<file path="src/rtl/cmd_ctrl_pkg.sv">
// Shared constants and state encoding for the UART command controller.
// Command codes are 8-bit and get resized to the frame width at the point of use.
package cmd_ctrl_pkg;

  localparam logic [7:0] CMD_WR      = 8'hAA;
  localparam logic [7:0] CMD_RD      = 8'hBB;
  localparam logic [7:0] CMD_ALU_OP  = 8'hCC;
  localparam logic [7:0] CMD_ALU_NOP = 8'hDD;
  localparam logic [7:0] CMD_BRD     = 8'hEE;
  localparam logic [7:0] CMD_NACK    = 8'hFF;

  localparam int OPA_ADDR = 0;
  localparam int OPB_ADDR = 1;

  typedef enum logic [3:0] {
    S_IDLE,
    S_WR_ADDR,
    S_WR_DATA,
    S_RD_ADDR,
    S_RD_WAIT,
    S_OPA,
    S_OPB,
    S_FUN,
    S_ALU_WAIT,
    S_BRD_ADDR,
    S_BRD_CNT,
    S_BRD_RD,
    S_BRD_WAIT,
    S_TX
  } state_t;

  // States that sit waiting on a frame or a response and are therefore timed.
  function automatic logic is_wait_state(input state_t s);
    return !((s == S_IDLE) || (s == S_BRD_RD) || (s == S_TX));
  endfunction

endpackage

</file>
<file path="src/rtl/cmd_ctrl_txser.sv">
// Byte serialiser toward the TX FIFO: holds up to two bytes, emits LS byte first,
// and stalls indefinitely while the FIFO reports full.
module cmd_ctrl_txser #(
  parameter int DATA_W = 8
) (
  input  logic                  i_clk,
  input  logic                  i_arst,
  input  logic                  i_load,
  input  logic [2*DATA_W-1:0]   i_word,
  input  logic [1:0]            i_nbytes,
  input  logic                  i_ff_full,
  output logic [DATA_W-1:0]     o_tx_data,
  output logic                  o_tx_valid,
  output logic                  o_done
);

  logic [2*DATA_W-1:0] word_reg;
  logic [1:0]          left_reg;
  logic                push;

  // Data comes straight from a register; only the strobe is gated by full.
  assign push       = (left_reg != 2'd0) && !i_ff_full;
  assign o_tx_valid = push;
  assign o_tx_data  = word_reg[DATA_W-1:0];
  assign o_done     = push && (left_reg == 2'd1);

  always_ff @(posedge i_clk or posedge i_arst) begin
    if (i_arst) begin
      word_reg <= '0;
      left_reg <= 2'd0;
    end else if (i_load) begin
      word_reg <= i_word;
      left_reg <= i_nbytes;
    end else if (push) begin
      word_reg <= word_reg >> DATA_W;
      left_reg <= left_reg - 2'd1;
    end
  end

endmodule

</file>
<file path="src/rtl/cmd_ctrl_param.sv">
// Second-generation UART command controller: frame decode, RF write/read,
// ALU sequencing, burst read, per-frame timeout and NACK reporting.
module cmd_ctrl_param
  import cmd_ctrl_pkg::*;
#(
  parameter int DATA_W  = 8,
  parameter int ADDR_W  = 4,
  parameter int FUN_W   = 4,
  parameter int TO_W    = 16,
  parameter int TO_CYC  = 50000,
  parameter int NACK_EN = 1
) (
  input  logic                  i_clk,
  input  logic                  i_arst,
  input  logic                  i_rx_valid,
  input  logic [DATA_W-1:0]     i_rx_data,
  input  logic                  i_rd_valid,
  input  logic [DATA_W-1:0]     i_rd_data,
  input  logic                  i_alu_valid,
  input  logic [2*DATA_W-1:0]   i_alu_out,
  input  logic                  i_ff_full,
  output logic [ADDR_W-1:0]     o_address,
  output logic                  o_wr_en,
  output logic [DATA_W-1:0]     o_wr_data,
  output logic                  o_rd_en,
  output logic                  o_alu_en,
  output logic [FUN_W-1:0]      o_alu_fun,
  output logic                  o_clk_en,
  output logic                  o_clk_div_en,
  output logic [DATA_W-1:0]     o_tx_data,
  output logic                  o_tx_valid,
  output logic                  o_busy,
  output logic                  o_err
);

  localparam logic [DATA_W-1:0] C_WR      = DATA_W'(CMD_WR);
  localparam logic [DATA_W-1:0] C_RD      = DATA_W'(CMD_RD);
  localparam logic [DATA_W-1:0] C_ALU_OP  = DATA_W'(CMD_ALU_OP);
  localparam logic [DATA_W-1:0] C_ALU_NOP = DATA_W'(CMD_ALU_NOP);
  localparam logic [DATA_W-1:0] C_BRD     = DATA_W'(CMD_BRD);
  localparam logic [DATA_W-1:0] C_NACK    = DATA_W'(CMD_NACK);
  localparam logic [TO_W-1:0]   TO_LAST   = TO_W'(TO_CYC - 1);
  localparam logic [ADDR_W-1:0] A_OPA     = ADDR_W'(OPA_ADDR);
  localparam logic [ADDR_W-1:0] A_OPB     = ADDR_W'(OPB_ADDR);

  state_t                state_reg;
  logic [TO_W-1:0]       to_cnt_reg;
  logic [ADDR_W-1:0]     addr_reg;
  logic [ADDR_W-1:0]     base_reg;
  logic [DATA_W-1:0]     off_reg;
  logic [DATA_W-1:0]     rem_reg;
  logic [2*DATA_W-1:0]   tx_word_reg;
  logic [1:0]            tx_nbytes_reg;
  logic                  tx_load_reg;
  logic [ADDR_W-1:0]     address_reg;
  logic                  wr_en_reg;
  logic [DATA_W-1:0]     wr_data_reg;
  logic                  rd_en_reg;
  logic                  alu_en_reg;
  logic [FUN_W-1:0]      alu_fun_reg;
  logic                  clk_en_reg;
  logic                  err_reg;

  logic                  evt;
  logic                  timeout;
  logic                  tx_done;

  // The event that a waiting state is blocked on; any other input is ignored there.
  always_comb begin
    evt = 1'b0;
    case (state_reg)
      S_RD_WAIT, S_BRD_WAIT: evt = i_rd_valid;
      S_ALU_WAIT:            evt = i_alu_valid;
      default:               evt = i_rx_valid;
    endcase
  end

  assign timeout = is_wait_state(state_reg) && !evt && (to_cnt_reg == TO_LAST);

  always_ff @(posedge i_clk or posedge i_arst) begin
    if (i_arst) begin
      state_reg     <= S_IDLE;
      to_cnt_reg    <= '0;
      addr_reg      <= '0;
      base_reg      <= '0;
      off_reg       <= '0;
      rem_reg       <= '0;
      tx_word_reg   <= '0;
      tx_nbytes_reg <= 2'd0;
      tx_load_reg   <= 1'b0;
      address_reg   <= '0;
      wr_en_reg     <= 1'b0;
      wr_data_reg   <= '0;
      rd_en_reg     <= 1'b0;
      alu_en_reg    <= 1'b0;
      alu_fun_reg   <= '0;
      clk_en_reg    <= 1'b0;
      err_reg       <= 1'b0;
    end else begin
      wr_en_reg   <= 1'b0;
      rd_en_reg   <= 1'b0;
      alu_en_reg  <= 1'b0;
      err_reg     <= 1'b0;
      tx_load_reg <= 1'b0;

      // Every exit from a waiting state is an event or a timeout, so clearing
      // whenever we do not simply keep waiting also covers state entry.
      if (is_wait_state(state_reg) && !evt && !timeout)
        to_cnt_reg <= to_cnt_reg + 1'b1;
      else
        to_cnt_reg <= '0;

      if (timeout) begin
        err_reg    <= 1'b1;
        clk_en_reg <= 1'b0;
        rem_reg    <= '0;
        if (NACK_EN != 0) begin
          tx_word_reg   <= {{DATA_W{1'b0}}, C_NACK};
          tx_nbytes_reg <= 2'd1;
          tx_load_reg   <= 1'b1;
          state_reg     <= S_TX;
        end else begin
          state_reg <= S_IDLE;
        end
      end else begin
        case (state_reg)
          S_IDLE: begin
            if (i_rx_valid) begin
              case (i_rx_data)
                C_WR:  state_reg <= S_WR_ADDR;
                C_RD:  state_reg <= S_RD_ADDR;
                C_BRD: state_reg <= S_BRD_ADDR;
                C_ALU_OP: begin
                  clk_en_reg <= 1'b1;
                  state_reg  <= S_OPA;
                end
                C_ALU_NOP: begin
                  clk_en_reg <= 1'b1;
                  state_reg  <= S_FUN;
                end
                default: begin
                  err_reg <= 1'b1;
                  if (NACK_EN != 0) begin
                    tx_word_reg   <= {{DATA_W{1'b0}}, C_NACK};
                    tx_nbytes_reg <= 2'd1;
                    tx_load_reg   <= 1'b1;
                    state_reg     <= S_TX;
                  end
                end
              endcase
            end
          end

          S_WR_ADDR: if (i_rx_valid) begin
            addr_reg  <= i_rx_data[ADDR_W-1:0];
            state_reg <= S_WR_DATA;
          end

          S_WR_DATA: if (i_rx_valid) begin
            address_reg <= addr_reg;
            wr_data_reg <= i_rx_data;
            wr_en_reg   <= 1'b1;
            state_reg   <= S_IDLE;
          end

          S_RD_ADDR: if (i_rx_valid) begin
            address_reg <= i_rx_data[ADDR_W-1:0];
            rd_en_reg   <= 1'b1;
            state_reg   <= S_RD_WAIT;
          end

          S_RD_WAIT: if (i_rd_valid) begin
            tx_word_reg   <= {{DATA_W{1'b0}}, i_rd_data};
            tx_nbytes_reg <= 2'd1;
            tx_load_reg   <= 1'b1;
            state_reg     <= S_TX;
          end

          S_OPA: if (i_rx_valid) begin
            address_reg <= A_OPA;
            wr_data_reg <= i_rx_data;
            wr_en_reg   <= 1'b1;
            state_reg   <= S_OPB;
          end

          S_OPB: if (i_rx_valid) begin
            address_reg <= A_OPB;
            wr_data_reg <= i_rx_data;
            wr_en_reg   <= 1'b1;
            state_reg   <= S_FUN;
          end

          S_FUN: if (i_rx_valid) begin
            alu_fun_reg <= i_rx_data[FUN_W-1:0];
            alu_en_reg  <= 1'b1;
            state_reg   <= S_ALU_WAIT;
          end

          S_ALU_WAIT: if (i_alu_valid) begin
            tx_word_reg   <= i_alu_out;
            tx_nbytes_reg <= 2'd2;
            tx_load_reg   <= 1'b1;
            clk_en_reg    <= 1'b0;
            state_reg     <= S_TX;
          end

          S_BRD_ADDR: if (i_rx_valid) begin
            base_reg  <= i_rx_data[ADDR_W-1:0];
            state_reg <= S_BRD_CNT;
          end

          S_BRD_CNT: if (i_rx_valid) begin
            if (i_rx_data == '0) begin
              state_reg <= S_IDLE;
            end else begin
              rem_reg   <= i_rx_data;
              off_reg   <= '0;
              state_reg <= S_BRD_RD;
            end
          end

          // Address wraps naturally in ADDR_W bits.
          S_BRD_RD: begin
            address_reg <= base_reg + off_reg[ADDR_W-1:0];
            rd_en_reg   <= 1'b1;
            state_reg   <= S_BRD_WAIT;
          end

          S_BRD_WAIT: if (i_rd_valid) begin
            tx_word_reg   <= {{DATA_W{1'b0}}, i_rd_data};
            tx_nbytes_reg <= 2'd1;
            tx_load_reg   <= 1'b1;
            rem_reg       <= rem_reg - 1'b1;
            off_reg       <= off_reg + 1'b1;
            state_reg     <= S_TX;
          end

          S_TX: if (tx_done) begin
            state_reg <= (rem_reg != '0) ? S_BRD_RD : S_IDLE;
          end

          default: state_reg <= S_IDLE;
        endcase
      end
    end
  end

  cmd_ctrl_txser #(
    .DATA_W (DATA_W)
  ) u_txser (
    .i_clk      (i_clk),
    .i_arst     (i_arst),
    .i_load     (tx_load_reg),
    .i_word     (tx_word_reg),
    .i_nbytes   (tx_nbytes_reg),
    .i_ff_full  (i_ff_full),
    .o_tx_data  (o_tx_data),
    .o_tx_valid (o_tx_valid),
    .o_done     (tx_done)
  );

  assign o_address    = address_reg;
  assign o_wr_en      = wr_en_reg;
  assign o_wr_data    = wr_data_reg;
  assign o_rd_en      = rd_en_reg;
  assign o_alu_en     = alu_en_reg;
  assign o_alu_fun    = alu_fun_reg;
  assign o_clk_en     = clk_en_reg;
  assign o_clk_div_en = 1'b1;
  assign o_busy       = (state_reg != S_IDLE);
  assign o_err        = err_reg;

endmodule

</file>
<file path="config.mk">
export PLATFORM = sky130hd
export DESIGN_NAME = cmd_ctrl_param
export DESIGN_NICKNAME = d
export VERILOG_FILES = /design/src/rtl/cmd_ctrl_pkg.sv /design/src/rtl/cmd_ctrl_txser.sv /design/src/rtl/cmd_ctrl_param.sv
export SDC_FILE = /design/constraint.sdc
export NUM_CORES = 1
export LEC_CHECK = 0
export ABC_AREA = 1
export BUFFER_PORTS_ARGS = -buffer_cell sky130_fd_sc_hd__buf_2
export CAP_MARGIN = 40
export CORE_MARGIN = 2
export CORE_UTILIZATION = 58
export DETAILED_ROUTE_END_ITERATION = 8
export GPL_TIMING_DRIVEN = 1
export PLACE_DENSITY = 0.83
export SLEW_MARGIN = 25
export SYNTH_ARGS = -nofsm -noshare
export SYNTH_HDL_FRONTEND = slang
export SYNTH_HIERARCHICAL = 1
export SYNTH_SLANG_ARGS = --single-unit
</file>
<file path="constraint.sdc">
create_clock -name i_clk -period 7.95 [get_ports i_clk]
set_clock_uncertainty 0.2 [all_clocks]
set_input_delay 1.1925 -clock i_clk [delete_from_list [all_inputs] [get_ports i_clk]]
set_output_delay 1.1925 -clock i_clk [all_outputs]
set_load 0.05 [all_outputs]
</file>
Word level (Yosys, flattened, before mapping). Index checks and enable logic that the tools add are counted.

Output and inout port bits: 32. Register bits after elaboration: 102. Input bits: 38.

Equality and inequality tests: 43. Bitwise gates (word level): 1. Muxes and demuxes: 68. Reductions and logical operators: 36. Add/subtract/negate cells: 5.

Operator list (count): 16-bit two-way mux (8); 4-bit two-way mux (18); 8-bit two-way mux (7); 4-bit one-hot mux with 13 select lines (1); 16-bit one-hot mux with 3 select lines (1); 3-bit inequality test (second input constant) (15); 8-bit == test (second input constant) (5); 4-bit one-hot mux with 5 select lines (2); 8-bit one-hot mux with 2 select lines (2); 4-bit == test (second input constant) (6); 1-bit two-way mux (17); 16-bit by 1-bit adder with 16-bit output (second input constant) (1); 16-bit == test (second input constant) (1); 4-bit by 3-bit == test with 1-bit output (second input constant) (4); 2-bit two-way mux (7); 2-bit inequality test (second input constant) (7); 12-bit AND reduction (1); 3-bit AND reduction (4); 5-bit AND reduction (2); 8-bit by 1-bit adder with 8-bit output (second input constant) (1); 4-bit by 2-bit == test with 1-bit output (second input constant) (2); 8-bit zero test (1); 4-bit AND reduction (2); 4-bit nonzero test (2); other kinds (22) (36).

Depth between registers and ports, before layout.
Depth after elaboration: 9. Depth in mapped cells: 12. Depth with buffers taken out: 11.

Cells and area by module. The synthesis kept the hierarchy.

By module, submodules not included: cmd_ctrl_param (cells an instance 617, instances 1, seq. area each 2001.9 µm², area each 4551.9 µm²); cmd_ctrl_txser (cells an instance 117, instances 1, seq. area each 450.4 µm², area each 920.9 µm²).

Least setup slack after synthesis. OpenSTA, ideal clock, no wires.

Kind: input -> output. From: input i_ff_full. To: output o_tx_valid. Arrival time: 1718 ps. Stages: 1. Slack: 4839 ps. Buffers on the path: 0. Required time: 6557 ps. Path through: nor2_2.

Cells in the longest elaborated chain, start to end: 2.

Ends and longest elaborated chain: from (decl) (line cmd_ctrl_param.sv:21) `input logic i_ff_full,`; 1-bit zero test (line cmd_ctrl_txser.sv:22) `assign push = (left_reg != 2'd0) && !i_ff_full;`; 1-bit logical AND (line cmd_ctrl_txser.sv:22); to (decl) (line cmd_ctrl_param.sv:31) `output logic o_tx_valid,`.

No other way between the ends.

Final worst setup path. Ends and elaborated chain as after synthesis.

==> results.json <==
{
  "status": "finished, final reports clean",
  "cts_tree": "done",
  "cts_sinks": 98,
  "synthFlopType": "dfrtp_1",
  "cts_buffers": 9,
  "finalHoldViolations": 0,
  "syn_inst": 734,
  "grt_pass1_vias": 4653,
  "htreeDepth": 3,
  "hold_end": "to_cnt_reg[0]$_DFF_PP0_",
  "die_x_um": 101,
  "final_common_cell": "nand2_1",
  "min-delay-start": "to_cnt_reg[0]$_DFF_PP0_",
  "nFillCells": 793,
  "grt-ovfl-total": 0,
  "routabilityCongestion": 1.03,
  "synth_top_area_share_pct": 44.8,
  "fin_crit_ns": 3.30,
  "nets": 838,
  "routed_wl_um": 12900,
  "synth_area_sq_mm": 0.00547,
  "start_kind": "primary input",
  "reg2reg_depth": 8,
  "post-cts-setup-buffers": 0,
  "post-synth-top-area-cell": "dfrtp_1",
  "clkSlewWorstSetupHoldPaths_ns": 0.10,
  "cts_hold_buf": 0,
  "grt_pass1_wl_um": 21700,
  "crit_required_ns": 6.56,
  "antenna_left": 0,
  "dieHeight_um": 101,
  "multi_input_area_sq_mm": 0.00258,
  "stdcell_area_sq_mm": 0.00599,
  "io_pins": 70,
  "async_reset_ff_share_pct": 100,
  "crit_type": "in2out",
  "grt_start_max_net_pins": 44,
  "dp_hpwl_um": 9620,
  "cp.arrival_ns": 1.91,
  "layout_common_cells": "271 x nand2_1, 98 x dfrtp_1, 69 x nor2_1, 68 x buf_2, 64 x nand3_1",
  "whs_path_depth": 1,
  "fin_crit_sh_pct": 41.5,
  "cp-end-kind": "primary output",
  "r2r_slack_ns": 5.51,
  "first_iter_violations": 413,
  "synthesis.nets": 781,
  "via_count": 4965,
  "synth.distinct_cells": 35,
  "place_area_sq_mm": 0.00579,
  "start_util_pct": 59.5,
  "hp-class": "reg2reg",
  "fmax_mhz": 303,
  "antennaDiodeCount": 0,
  "maxCapViolCount": 0,
  "dieArea_sq_mm": 0.0102,
  "vdd_drop_max_mv": 0.226,
  "worst_hold_slack_ns": 0.275,
  "seq_area_frac_synth_pct": 44.8,
  "synth_edf_count": 0,
  "p_per_area_mw_per_mm2": 371,
  "drive_above_1_share_pct": 15.7,
  "antenna_found_initial": 0,
  "relSlewSlack_pct": 57.8,
  "post_cts_resized": 0,
  "yosysWarnings": 6,
  "rsz0062_at_grt": "no",
  "r2r-end": "rem_reg[4]$_DFFE_PP0P_",
  "clkLatencyLatePin_ns": 0.37,
  "ctsLongestPathBuffers": 2,
  "tightest_slew_ns": 0.632,
  "finalSetupViolCount": 0,
  "r2r_start": "state_reg[0]$_DFFE_PP0P_",
  "coreArea_sq_mm": 0.00920,
  "avgSynthCellArea_sq_um": 7.46,
  "viasPerCell": 5.47,
  "cts-root-buf": "clkbuf_8",
  "num_rows": 35,
  "ys_seq_elements": 98,
  "track_usage_pct": 26.8,
  "synth.area.top_cells": "dfrtp_1 45%, nand2_1 19%, nand3_1 5.9%",
  "numPortBuffers": 68,
  "post-route-drc-count": 0,
  "area_growth_pct": 9.40,
  "tns_ns": 0,
  "drt_pass1_iterations": 5,
  "p_leak_uw": 0.00323,
  "cp_max_fo": 9,
  "report.final.slew_viol_count": 0,
  "routedWlPerCell_um": 14.2,
  "seqCellArea_sq_mm": 0.00245
}
[final cells by class]
cell class,count,area share [%]
timing repair buffer,70,6.14
inverter,68,4.26
clock buffer,10,2.30
clock inverter,6,0.940
tap,111,2.32
sequential,98,41.0
multi-input combinational,544,43.1
[power breakdown]
part	internal (uW)	leakage [uW]	total, uW	switching (uW)
logic	309	0.00185	1090	781
registers	672	0.00128	816	144
clock network	130	0.0000973	315	185
total	1110	0.00323	2220	1110
[cells by family after synthesis]
logic type,after synthesis,share of synthesized area [%]
AOI/OAI and AO/OA,62,6.15
xor gates and xnor gates,12,1.92
adders and majority gates,9,2.19
buffers and inverters,92,8.07
DFF,98,44.8
other,1,0.0685
and+or+nand+nor,460,36.8
[critical path, cell delays in order]
cell and delay (ns):
buf_2 0.11, nor2_2 0.27, buf_2 0.33
[routing by layer]
layer  global-route usage, %  vias to the layer above  part of all wire (%)
li1                        -                     2434                     -
met1                    36.5                     2334                    44
met2                    44.3                      178                    48
met3                    4.21                       19                   5.7
met4                    8.42                        0                   1.9
met5                       0                        -                     0
[cell usage after synthesis, types with 2 or more instances]
cell type    n
buf_2        2
buf_6        5
xor2_1       8
or2_2        2
nor2_2       7
clkinv_1     2
inv_2        9
nand4_1     14
nor3_1      12
ha_1         8
dfrtp_1     98
nand3_1     64
nand3b_1     2
nor2_4       4
nand3_2      2
nor2_1      69
buf_4       15
a21oi_1     14
o21ai_0     43
nand2_2      6
nand3_4      2
xnor2_1      4
nand2_4      3
clkbuf_1     2
nand2_1    271
inv_1       57
[per-stage QoR]
| stage | instances | setup slack [ns] | power [uW] | util, % |
|---|---|---|---|---|
| 4_1_cts | 907 | 4.65 | 2220 | 65.1 |
| 3_5_place_dp | 891 | 4.66 | 1900 | 63.0 |
| 3_3_place_gp | 890 | 4.67 | 1860 | 62.8 |
| 6_report | 907 | 4.65 | 2220 | 65.1 |
| 2_1_floorplan | 734 | 4.51 | 1690 | - |
| 5_1_grt | 907 | 4.62 | 2400 | 65.1 |
[how the worst max path moves through the flow]
stage	depth (start not counted)	endpoint	startpoint
6_report	3	o_tx_valid	i_ff_full
5_1_grt	3	o_tx_valid	i_ff_full
4_1_cts	3	o_tx_valid	i_ff_full
3_5_place_dp	3	o_tx_valid	i_ff_full
3_3_place_gp	3	o_tx_valid	i_ff_full
2_1_floorplan	1	addr_reg[0]$_DFFE_PP0P_	i_arst
Power figures use the tool's default switching activity.
